[config.mk]
export PLATFORM = sky130hd
export DESIGN_NAME = fft_frame_ctrl
export DESIGN_NICKNAME = d
export VERILOG_FILES = /design/src/rtl/fft_frame_ctrl.sv
export SDC_FILE = /design/constraint.sdc
export NUM_CORES = 1
export LEC_CHECK = 0
export ABC_AREA = 0
export CAP_MARGIN = 40
export CORE_MARGIN = 2
export CORE_UTILIZATION = 60
export CTS_CLUSTER_DIAMETER = 60
export DETAILED_ROUTE_END_ITERATION = 7
export DONT_BUFFER_PORTS = 1
export GPL_TIMING_DRIVEN = 0
export PLACE_DENSITY = 0.83
export RECOVER_POWER = 25
export SLEW_MARGIN = 15
export SYNTH_ARGS = -nofsm -noshare
export SYNTH_HDL_FRONTEND = slang
export SYNTH_SLANG_ARGS = --single-unit
[constraint.sdc]
create_clock -name clk -period 3.6 [get_ports clk]
set_input_delay 0.72 -clock clk [delete_from_list [all_inputs] [get_ports clk]]
set_output_delay 0.72 -clock clk [all_outputs]
set_load 0.01 [all_outputs]
[src/rtl/fft_frame_ctrl.sv]
// Frame scheduler in front of fft_sc: ping-pong frame buffer on the write side, unbroken
// FFT_SIZE-sample bursts toward fft_sc, and m_first/m_last framing of the returned stream.
module fft_frame_ctrl #(
    parameter int unsigned FFT_SIZE = 16,
    parameter int unsigned MIN_GAP  = 1,
    parameter int unsigned CNT_W    = 16
) (
    input  logic             clk,
    input  logic             rst,
    input  logic [15:0]      s_re,
    input  logic [15:0]      s_im,
    input  logic             s_valid,
    output logic             s_ready,
    output logic [15:0]      fft_din_re,
    output logic [15:0]      fft_din_im,
    output logic             fft_din_valid,
    input  logic [15:0]      fft_dout_re,
    input  logic [15:0]      fft_dout_im,
    input  logic             fft_dout_valid,
    output logic [15:0]      m_re,
    output logic [15:0]      m_im,
    output logic             m_valid,
    output logic             m_first,
    output logic             m_last,
    output logic [CNT_W-1:0] frames_in,
    output logic [CNT_W-1:0] frames_out,
    output logic             err_break
);

    localparam int unsigned     IdxW    = $clog2(FFT_SIZE);
    localparam int unsigned     GapW    = (MIN_GAP > 1) ? $clog2(MIN_GAP) : 1;
    localparam logic [IdxW-1:0] LastIdx = IdxW'(FFT_SIZE - 1);
    localparam logic [GapW-1:0] GapLoad = GapW'((MIN_GAP > 0) ? MIN_GAP - 1 : 0);

    typedef enum logic [1:0] {StIdle, StBurst, StGap} state_e;

    state_e state_q, state_d;

    // Two banks of FFT_SIZE words, addressed {bank, index}; word = {re, im}
    logic [31:0] mem [2*FFT_SIZE];

    logic [1:0]       full_q, full_d;
    logic             wr_bank_q, wr_bank_d;
    logic [IdxW-1:0]  wr_idx_q, wr_idx_d;
    logic             s_ready_q, s_ready_d;
    logic             rd_bank_q;
    logic [IdxW-1:0]  rd_idx_q;
    logic [GapW-1:0]  gap_cnt_q;
    logic [31:0]      din_q;
    logic             din_valid_q;
    logic [CNT_W-1:0] frames_in_q;

    logic             accept;
    logic             wr_done;
    logic             rd_en;
    logic             burst_done;

    logic [15:0]      m_re_q, m_im_q;
    logic             m_valid_q, m_first_q, m_last_q;
    logic [IdxW-1:0]  bin_q;
    logic [CNT_W-1:0] frames_out_q;
    logic             err_q;

    // Write-side handshake and bank bookkeeping; a fill and a free in one cycle both apply
    always_comb begin
        accept    = s_valid && s_ready_q;
        wr_done   = accept && (wr_idx_q == LastIdx);
        full_d    = full_q;
        if (wr_done) begin
            full_d[wr_bank_q] = 1'b1;
        end
        if (burst_done) begin
            full_d[rd_bank_q] = 1'b0;
        end
        wr_bank_d = wr_bank_q ^ wr_done;
        wr_idx_d  = accept ? wr_idx_q + 1'b1 : wr_idx_q;
        s_ready_d = !full_d[wr_bank_d];
    end

    // Write-side state
    always_ff @(posedge clk) begin
        if (rst) begin
            full_q    <= '0;
            wr_bank_q <= 1'b0;
            wr_idx_q  <= '0;
            s_ready_q <= 1'b0;
        end else begin
            full_q    <= full_d;
            wr_bank_q <= wr_bank_d;
            wr_idx_q  <= wr_idx_d;
            s_ready_q <= s_ready_d;
        end
    end

    // Frame buffer write port (no reset: contents only read after a full fill)
    always_ff @(posedge clk) begin
        if (accept) begin
            mem[{wr_bank_q, wr_idx_q}] <= {s_re, s_im};
        end
    end

    // Issue FSM state register
    always_ff @(posedge clk) begin
        if (rst) begin
            state_q <= StIdle;
        end else begin
            state_q <= state_d;
        end
    end

    // Issue FSM next state; the last gap cycle launches the next burst directly so bursts are
    // separated by exactly MIN_GAP idle cycles on fft_din_valid
    always_comb begin
        state_d = state_q;
        case (state_q)
            StIdle: begin
                if (full_q[rd_bank_q]) begin
                    state_d = StBurst;
                end
            end
            StBurst: begin
                if (rd_idx_q == LastIdx) begin
                    if (MIN_GAP > 0) begin
                        state_d = StGap;
                    end else if (full_q[~rd_bank_q]) begin
                        state_d = StBurst;
                    end else begin
                        state_d = StIdle;
                    end
                end
            end
            StGap: begin
                if (gap_cnt_q == '0) begin
                    state_d = full_q[rd_bank_q] ? StBurst : StIdle;
                end
            end
            default: state_d = StIdle;
        endcase
    end

    // Issue FSM outputs
    always_comb begin
        rd_en      = (state_q == StBurst);
        burst_done = rd_en && (rd_idx_q == LastIdx);
    end

    // Read pointer, bank swap, gap timer and issued-frame counter
    always_ff @(posedge clk) begin
        if (rst) begin
            rd_bank_q   <= 1'b0;
            rd_idx_q    <= '0;
            gap_cnt_q   <= '0;
            frames_in_q <= '0;
        end else begin
            rd_idx_q <= rd_en ? rd_idx_q + 1'b1 : '0;
            if (burst_done) begin
                rd_bank_q   <= ~rd_bank_q;
                gap_cnt_q   <= GapLoad;
                frames_in_q <= frames_in_q + 1'b1;
            end else if ((state_q == StGap) && (gap_cnt_q != '0)) begin
                gap_cnt_q <= gap_cnt_q - 1'b1;
            end
        end
    end

    // Registered RAM read; data and valid leave aligned one cycle after the read
    always_ff @(posedge clk) begin
        if (rst) begin
            din_q       <= '0;
            din_valid_q <= 1'b0;
        end else begin
            din_valid_q <= rd_en;
            if (rd_en) begin
                din_q <= mem[{rd_bank_q, rd_idx_q}];
            end
        end
    end

    // Result framing: one-cycle copy of fft_dout plus bin tracking and break detection
    always_ff @(posedge clk) begin
        if (rst) begin
            m_re_q       <= '0;
            m_im_q       <= '0;
            m_valid_q    <= 1'b0;
            m_first_q    <= 1'b0;
            m_last_q     <= 1'b0;
            bin_q        <= '0;
            frames_out_q <= '0;
            err_q        <= 1'b0;
        end else begin
            m_re_q    <= fft_dout_re;
            m_im_q    <= fft_dout_im;
            m_valid_q <= fft_dout_valid;
            if (fft_dout_valid) begin
                m_first_q <= (bin_q == '0);
                m_last_q  <= (bin_q == LastIdx);
                bin_q     <= bin_q + 1'b1;
                if (bin_q == LastIdx) begin
                    frames_out_q <= frames_out_q + 1'b1;
                end
            end else begin
                m_first_q <= 1'b0;
                m_last_q  <= 1'b0;
                if (bin_q != '0) begin
                    err_q <= 1'b1;
                    bin_q <= '0;
                end
            end
        end
    end

    assign s_ready       = s_ready_q;
    assign fft_din_re    = din_q[31:16];
    assign fft_din_im    = din_q[15:0];
    assign fft_din_valid = din_valid_q;
    assign m_re          = m_re_q;
    assign m_im          = m_im_q;
    assign m_valid       = m_valid_q;
    assign m_first       = m_first_q;
    assign m_last        = m_last_q;
    assign frames_in     = frames_in_q;
    assign frames_out    = frames_out_q;
    assign err_break     = err_q;

endmodule
# After elaboration in Yosys (flattened, before gate mapping)
# Memories as Yosys holds them, arrays and structs flattened. A register that Yosys moved wholly into a read port is not among the register bits.
# Index checks and enable logic that the tools add are counted.
op_classes:
  addsub: 6
  n_mul: 0
  div_mod_pow: 0
  n_lt_le_gt_ge: 5
  n_eq_ne: 8
  n_shift: 0
  mux: 19
  n_bitwise: 7
  reduce_logical: 17
op_table:
  columns: ["cell", "count"]
  rows:
  - ["16-bit by 1-bit adder with 16-bit output, second input constant", 2]
  - ["4-bit by 1-bit adder with 4-bit output, second input constant", 3]
  - ["4-bit == test, second input constant", 3]
  - ["2-bit two-way mux", 5]
  - ["1-bit two-way mux", 9]
  - ["4-bit two-way mux", 2]
  - ["1-bit logical AND", 6]
  - ["1-bit by 2-bit < comparator with 1-bit output, second input constant", 3]
  - ["2-bit one-hot mux with 3 select lines", 1]
  - ["2-bit OR reduction", 3]
  - ["4-bit zero test", 1]
  - ["2-bit != test, second input constant", 2]
  - ["2-bit AND reduction", 2]
  - ["4-bit nonzero test", 1]
  - ["1-bit NOT", 3]
  - ["3-bit AND reduction", 1]
  - ["2-bit AND", 1]
  - ["1-bit demux with 1-bit select", 2]
  - ["2-bit by 1-bit == test with 1-bit output, second input constant", 1]
  - ["2-bit == test, second input constant", 1]
  - ["1-bit greater-or-equal comparator, second input constant", 2]
  - ["2-bit zero test", 1]
  - ["2-bit by 1-bit != test with 1-bit output, second input constant", 1]
  - ["2-bit NOT", 1]
  - ["other kinds (5)", 5]
word_totals:
  register_bits: 89
  latch_bits: 0
  mem_bits_rw: 1024
  mem_bits_ro: 0
  input_bits: 68
  output_inout_bits: 102
  word_cells: 81
  n_memories: 1
mem_list:
  columns: ["memory", "depth", "word_bits", "rd", "rd_clocked_by_memory_dff", "write_ports", "line_no", "source"]
  rows:
  - ["mem", 32, 32, 1, 1, 1, "40", "logic [31:0] mem [2*FFT_SIZE];"]

# Logic depth before layout (Yosys ltp)
# Gate-level depths: netlist of the first run.
logic_depth:
  depth_word: 11
  mapped_depth: 8
  depth_no_buf: 6

# Worst setup path after synthesis of the first run
# Ideal clock, no wire load.
synth_timing:
  path_kind: "input to register"
  from: "in s_valid"
  to: "reg s_ready_q (netlist: s_ready)"
  setup_ps: 128
  arrival_ps: 2929
  t_required_ps: 3472
  setup_slack_ps: 543
  cell_stages: 5
  path_buffers: 0
  path_cell_list: "nand3_1 nor2_1 o32ai_1 mux2i_1 nor2_1"
synth_via:
  elab_chain_cells: 8
  elab_cells_between_ends: 9
  classes_between: "4 x mux; 2 x bitwise; 3 x reduce/logical"
synth_rtl:
  columns: ["element", "line_no", "source"]
  rows:
  - ["start, declared", "12", "input logic s_valid,"]
  - ["1-bit logical AND *", "66", "accept = s_valid && s_ready_q;"]
  - ["1-bit logical AND *", "67", "wr_done = accept && (wr_idx_q == LastIdx);"]
  - ["2-bit two-way mux", "69", "if (wr_done) begin"]
  - ["2-bit AND (no source line)", null, null]
  - ["2-bit two-way mux", "72", "if (burst_done) begin"]
  - ["1-bit two-way mux (implied by the code) * (2 in a row)", "77", "s_ready_d = !full_d[wr_bank_d];"]
  - ["1-bit zero test *", "77", null]
  - ["end signal, assigned", "91", "s_ready_q <= s_ready_d;"]
  - ["end, declared", "45", "logic s_ready_q, s_ready_d;"]
# Mark *: on every way between the ends. The rest lies on a longest branch, timed or not. The select of a mux whose other input is x is not followed.
# A chain may end at the register's enable or synchronous reset.

==> results of run 1 <==
==> state kept, by name, indices dropped and copies added (netlist names), 2 cells and up <==
register and count:
wr_idx_q 4, frames_out 16, din_q 32, full_q 2
state_q 2, m_re 16, mem 1024, bin_q 4
m_im 16, rd_idx_q 4, frames_in 16
==> kinds of logic after synthesis <==
group	after synthesis
mux	517
simple gates	268
flops	1145
xor+xnor	29
buf+inv	163
compound gates	443
fa+ha+maj	9
==> synth_stat cells (all sizes together) (3+ instances only) <==
cell | n | area share, %
nand4 | 9 | 0.13
mux2i | 517 | 12
dfxtp | 121 | 5.5
nand3b | 3 | 0.051
nand2 | 20 | 0.17
and3 | 3 | 0.043
a21oi | 142 | 1.6
and4 | 3 | 0.060
nand2b | 5 | 0.071
buf | 68 | 1.3
ha | 9 | 0.26
a22oi | 256 | 4.4
o21ai | 10 | 0.11
edfxtp | 1024 | 70
nand3 | 12 | 0.14
nor3 | 11 | 0.12
or3 | 10 | 0.14
nor2 | 112 | 0.95
and2 | 4 | 0.057
or4 | 32 | 0.54
xnor2 | 18 | 0.36
a211oi | 32 | 0.91
clkbuf | 84 | 0.72
nor2b | 37 | 0.52
inv | 11 | 0.094
xor2 | 11 | 0.22
nor4 | 4 | 0.057
==> how the worst max path moves through the flow <==
stage,end,slack [ns],cells after the start
floorplan,s_ready,0.54,5
global placement,s_ready,-1.70,5
detailed placement,mem[12][8],0.49,5
CTS,din_q[26],0.54,7
global route,din_q[26],0.40,7
finish,din_q[26],0.37,7
==> layout by cell type (no fill, tap or decap), drive strengths merged, types with 37 or more instances in the layout <==
cell type	netlist	layout
a21oi	142	142
a22oi	256	256
buf	68	131
clkbuf	84	231
clkinv	0	38
dfxtp	121	121
edfxtp	1024	1024
mux2i	517	517
nor2	112	112
nor2b	37	37
==> metal layers <==
metal / track usage (%) / wire length [um] / vias to the layer above
li1: - / - / 10509
met1: 39.9 / 40800 / 12943
met2: 52.7 / 59600 / 2233
met3: 8.51 / 16000 / 518
met4: 19.4 / 7620 / 6
met5: 0 / 40 / -
==> metrics by stage <==
stage	area [um^2]	TNS [ns]	setup WS, ns	power (mW)
6_report	50300	0	0.371	26.0
5_1_grt	50300	0	0.398	26.5
4_1_cts	50200	0	0.535	26.0
3_5_place_dp	46600	0	0.487	15.0
3_3_place_gp	45300	-1274.85	-1.70	15.0
2_1_floorplan	44100	0	0.543	14.9
==> power groups by stage <==
| stage | registers (mW) | clock network, mW | logic [mW] |
|---|---|---|---|
| after CTS | 14.5 | 11.3 | 0.178 |
| after floorplan | 14.8 | 0 | 0.103 |
| after global routing | 14.5 | 11.8 | 0.192 |
| after detailed placement | 14.8 | 0 | 0.172 |
| after global placement | 14.8 | 0 | 0.144 |
| final | 14.5 | 11.3 | 0.185 |
==> layout make-up <==
type / instances / area [um^2]
antenna: 1 / 2.50
buffer: 152 / 885
clock buffer: 147 / 3070
clock inverter: 55 / 485
fill: 4290 / 22500
inverter: 11 / 41.3
multi-input combinational: 1266 / 10300
sequential: 1145 / 33200
tap: 959 / 1200
timing repair buffer: 63 / 1180
==> metrics.cfg, run 1 <==
[placed_design]
dpl.hpwl_mm = 79.0
io_buffers = 0
gp_congestion = 0.826
dpl.cell_count = 3587

[worst_hold_path]
hold_class = in -> reg
worstHoldPathCells = 0
hold_path_end = mem[19][22]
hp-start = s_re[6]

[setup_path]
slowest_delay_ns = 0.75
crit_chain = nor2b_1, clkbuf_1, clkbuf_1, a22oi_1, a21oi_1, or4_1, a211oi_2
critical_path_class = reg -> reg
crit_start = rd_idx_q[1]
cp_num_buf_inv = 2
critical_path_arrival_ns = 3.78
reg2reg_to = din_q[26]
critPathMaxFanout = 10
cpLargestDelayFamily = buffers and inverters
crit_top_cell = clkbuf_1
reg2reg_depth = 7
cp.required_ns = 4.15
crit_slowest_cell = clkbuf_1
end_kind = register
start_kind = register
reg2reg_setup_slack_ns = 0.37
rr_startpoint = rd_idx_q[1]

[sta]
period_needed_ns = 3.23
max_freq_ghz = 0.310
rsz0062_at_grt = false
tightest_slew_ns = 0.923
finClkSkew_ns = 0.0391
post-route-period-util_pct = 89.7
slew_violations = 0
holdWs_ns = 0.115
slew_headroom_pct = 38.4
finalSetupViolCount = 0
hold_viol = 0

[layout]
fin_nets = 2825
fin_cells = 3799
layout-drive-gt1-share_pct = 12.3
utilization_pct = 69.1
area_growth_pct = 14.0

[yosys]
syn-mean-instance-area_um2 = 17.1
synthSimpleGateAreaFrac_pct = 3.11
ys_async_sr_fraction_pct = 0
synth-seq-area-share_pct = 75.2
synth_compound_area_share_pct = 7.05
ys_types = 38
synth_edf_count = 1024
yosys_most_used_dff = edfxtp_1
synthCells = 2574
synth_fa_ha_area_share_pct = 0.255
synth_fp_nets = 2651
synth_top_family_by_area = multiplexers
syn-cell-area_um2 = 44100
ys_seq_elements = 1145
synthMuxAreaShare_pct = 11.7
synth_warnings = 0
synth_xor_area_share_pct = 0.576

[power_and_ir_drop]
switching_share_pct = 19.6
p_per_area_nw_per_um2 = 518
p_int_mw = 20.9
p_seq_share_pct = 55.8
worst_ir_drop_vdd_mv = 0.394
p_leak_nw = 15.0
comb_power_share_pct = 0.7
p_clk_share_pct = 43.4
p_sw_mw = 5.11

[routing]
via_per_inst = 6.90
via_count = 26209
wl_per_cell_um = 32.7
drtAntennaViolNets = 0
dr.pass1.iters = 6
first_iter_violations = 4252
route.detailed.drc = 0
drt-total-wl_mm = 124

[outcome]
outcome = finished, final reports clean

[cts]
htree_num_levels = 3
postCtsHoldBufs = 0
clk_pin_slew_ns = 0.07
clk_latency_ns = 0.70
cts_resized = 0
cts_tree = done
cts_buffers = 109
cts.sinks = 1145
clock-root-buffer = clkbuf_16
postCtsSetupBuffers = 0
cts_buffer_depth = 3

[global_route]
track_usage_pct = 32.6
grt_overflow_total = 0
grt_pass1_wl_mm = 175
antenna_found_initial = 3
grt_max_degree = 33
grt_pass1_vias = 26313

[run]
cap_violations = 0

[die]
num_io_pins = 170
coreArea_um2 = 72800
initial_utilization_pct = 60.6
die_x_um = 275
rows = 99
die_y_um = 275
die_area_um2 = 75700

Power figures use the tool's default switching activity.
==> run 2, diff against run 1 <==
--- a/config.mk
+++ b/config.mk
@@ -7,7 +7,6 @@
 export LEC_CHECK = 0
 export ABC_AREA = 0
 export CAP_MARGIN = 40
-export CORE_MARGIN = 2
 export CORE_UTILIZATION = 60
 export CTS_CLUSTER_DIAMETER = 60
 export DETAILED_ROUTE_END_ITERATION = 7
==> metrics.cfg, run 2 (synthesis results as in run 1) <==
[routing]
drt-total-wl_mm = 125  ; was 124 mm
route.detailed.drc = 0  ; unchanged
dr.pass1.iters = 6  ; unchanged
via_count = 26331  ; was 26209
wl_per_cell_um = 32.9  ; was 32.7 um
via_per_inst = 6.93  ; was 6.90
first_iter_violations = 4184  ; was 4252
drtAntennaViolNets = 0  ; unchanged

[cts]
cts_tree = done  ; unchanged
clk_pin_slew_ns = 0.07  ; about the same
cts_resized = 0  ; unchanged
htree_num_levels = 3  ; unchanged
clock-root-buffer = clkbuf_16  ; unchanged
postCtsHoldBufs = 0  ; unchanged
cts_buffers = 107  ; was 109
clk_latency_ns = 0.69  ; was 0.70 ns
cts_buffer_depth = 3  ; unchanged
postCtsSetupBuffers = 0  ; unchanged
cts.sinks = 1145  ; unchanged

[die]
die_area_um2 = 74600  ; was 75700 um^2
coreArea_um2 = 72800  ; unchanged
num_io_pins = 170  ; unchanged
die_x_um = 273  ; was 275 um
die_y_um = 273  ; was 275 um
initial_utilization_pct = 60.6  ; unchanged
rows = 99  ; unchanged

[sta]
post-route-period-util_pct = 88.4  ; was 89.7%
slew_violations = 0  ; unchanged
slew_headroom_pct = 34.4  ; was 38.4%
max_freq_ghz = 0.314  ; was 0.310 GHz
tightest_slew_ns = 0.984  ; was 0.923 ns
period_needed_ns = 3.18  ; was 3.23 ns
finalSetupViolCount = 0  ; unchanged
hold_viol = 0  ; unchanged
rsz0062_at_grt = false  ; unchanged
worst_slack_ns = 0.418  ; was 0.371 ns
finClkSkew_ns = 0.0262  ; was 0.0391 ns

[setup_path]
start_kind = register  ; unchanged
critPathMaxFanout = 10  ; unchanged
end_kind = register  ; unchanged
cp.required_ns = 4.13  ; was 4.15 ns
critical_path_arrival_ns = 3.71  ; was 3.78 ns
critical_path_class = reg -> reg  ; unchanged

[layout]
final_common_cell = edfxtp_1  ; unchanged
stdcell_area_um2 = 50300  ; about the same
fin_nets = 2821  ; was 2825
fin_cells = 3799  ; unchanged
utilization_pct = 69.0  ; was 69.1%
mostFrequentLayoutCells = edfxtp_1, mux2i_1, a22oi_1  ; unchanged
largest_reg_flops = 1024  ; unchanged
reg.largest.list = mem x1024, din_q x32  ; unchanged
layout-drive-gt1-share_pct = 12.5  ; was 12.3%
top_register = mem  ; unchanged
area_growth_pct = 14.0  ; about the same

[placed_design]
dpl.cell_count = 3585  ; was 3587
gp_congestion = 0.861  ; was 0.826
dpl.hpwl_mm = 78.3  ; was 79.0 mm
placedInstanceArea_um2 = 46500  ; was 46600 um^2
io_buffers = 0  ; unchanged
place_ws_ns = 0.550  ; was 0.487 ns

[power_and_ir_drop]
p_per_area_nw_per_um2 = 527  ; was 518 nW/um^2
p_leak_nw = 15.0  ; about the same
worst_ir_drop_vdd_mv = 0.448  ; was 0.394 mV
total_power_mw = 26.5  ; was 26.0 mW

[outcome]
outcome = finished, final reports clean  ; unchanged

[worst_hold_path]
hold_class = in -> reg  ; unchanged

[run]
cap_violations = 0  ; unchanged

[global_route]
grt_max_degree = 33  ; unchanged
antenna_found_initial = 2  ; was 3
grt_pass1_wl_mm = 175  ; about the same
grt_overflow_total = 0  ; unchanged
track_usage_pct = 33.0  ; was 32.6%
grt_pass1_vias = 26190  ; was 26313

[run 2: cell count changes in the layout (fill, tap and decap cells not counted), sizes merged]
cell	before	now
clkinv	38	41
buf	131	129
diode	1	2
inv	21	17
clkbuf	231	228
clkinvlp	2	1
bufinv	5	11
[run 2: layout make-up]
class	instances	area (um^2)
repair buffers	61	1050
clock buffers	144	3060
inverters	11	41.3
well taps	959	1200
fillers	4216	22600
flip-flops and latches	1145	33200
plain buffers	152	885
diodes	2	5.00
clock inverters	59	613
multi-input cells	1266	10300
[run 2: metal layers]
metal	vias to the layer above	track usage (%)	share of wire, %
li1	10507	-	-
met1	13040	40.8	34
met2	2266	52.8	48
met3	516	8.59	13
met4	2	19.1	5.8
met5	-	0	0.0088
[run 2: report_power, final]
part | total [mW] | internal [mW] | switching, mW
combinational | 0.179 | 0.0592 | 0.120
clock | 11.8 | 6.77 | 4.99
sequential | 14.5 | 14.5 | 0.0341
total | 26.5 | 21.3 | 5.14
[run 2: critical path, cell delays in order (launching register included)]
cell,delay (ns)
dfxtp_1,0.51
nor2b_1,0.21
clkbuf_1,0.70
clkbuf_1,0.80
a22oi_1,0.21
a21oi_1,0.26
or4_1,0.23
a211oi_2,0.09
[run 2: worst paths after layout]
kind	startpoint	to	slack, ns	depth (start not counted)
setup / recovery	rd_idx_q[1]	din_q[24]	0.42	7
hold / removal	s_re[2]	mem[11][18]	0.12	0
hold reg to reg	gap_cnt_q	gap_cnt_q	0.54	1
setup reg to reg	rd_idx_q[1]	din_q[24]	0.42	7
[run 2: per-stage QoR]
| stage | setup TNS, ns | hold WS, ns |
|---|---|---|
| 2_1_floorplan | 0 | 0.470 |
| 3_3_place_gp | -1292.32 | 0.484 |
| 3_5_place_dp | 0 | 0.500 |
| 4_1_cts | 0 | 0.102 |
| 5_1_grt | 0 | 0.117 |
| 6_report | 0 | 0.118 |
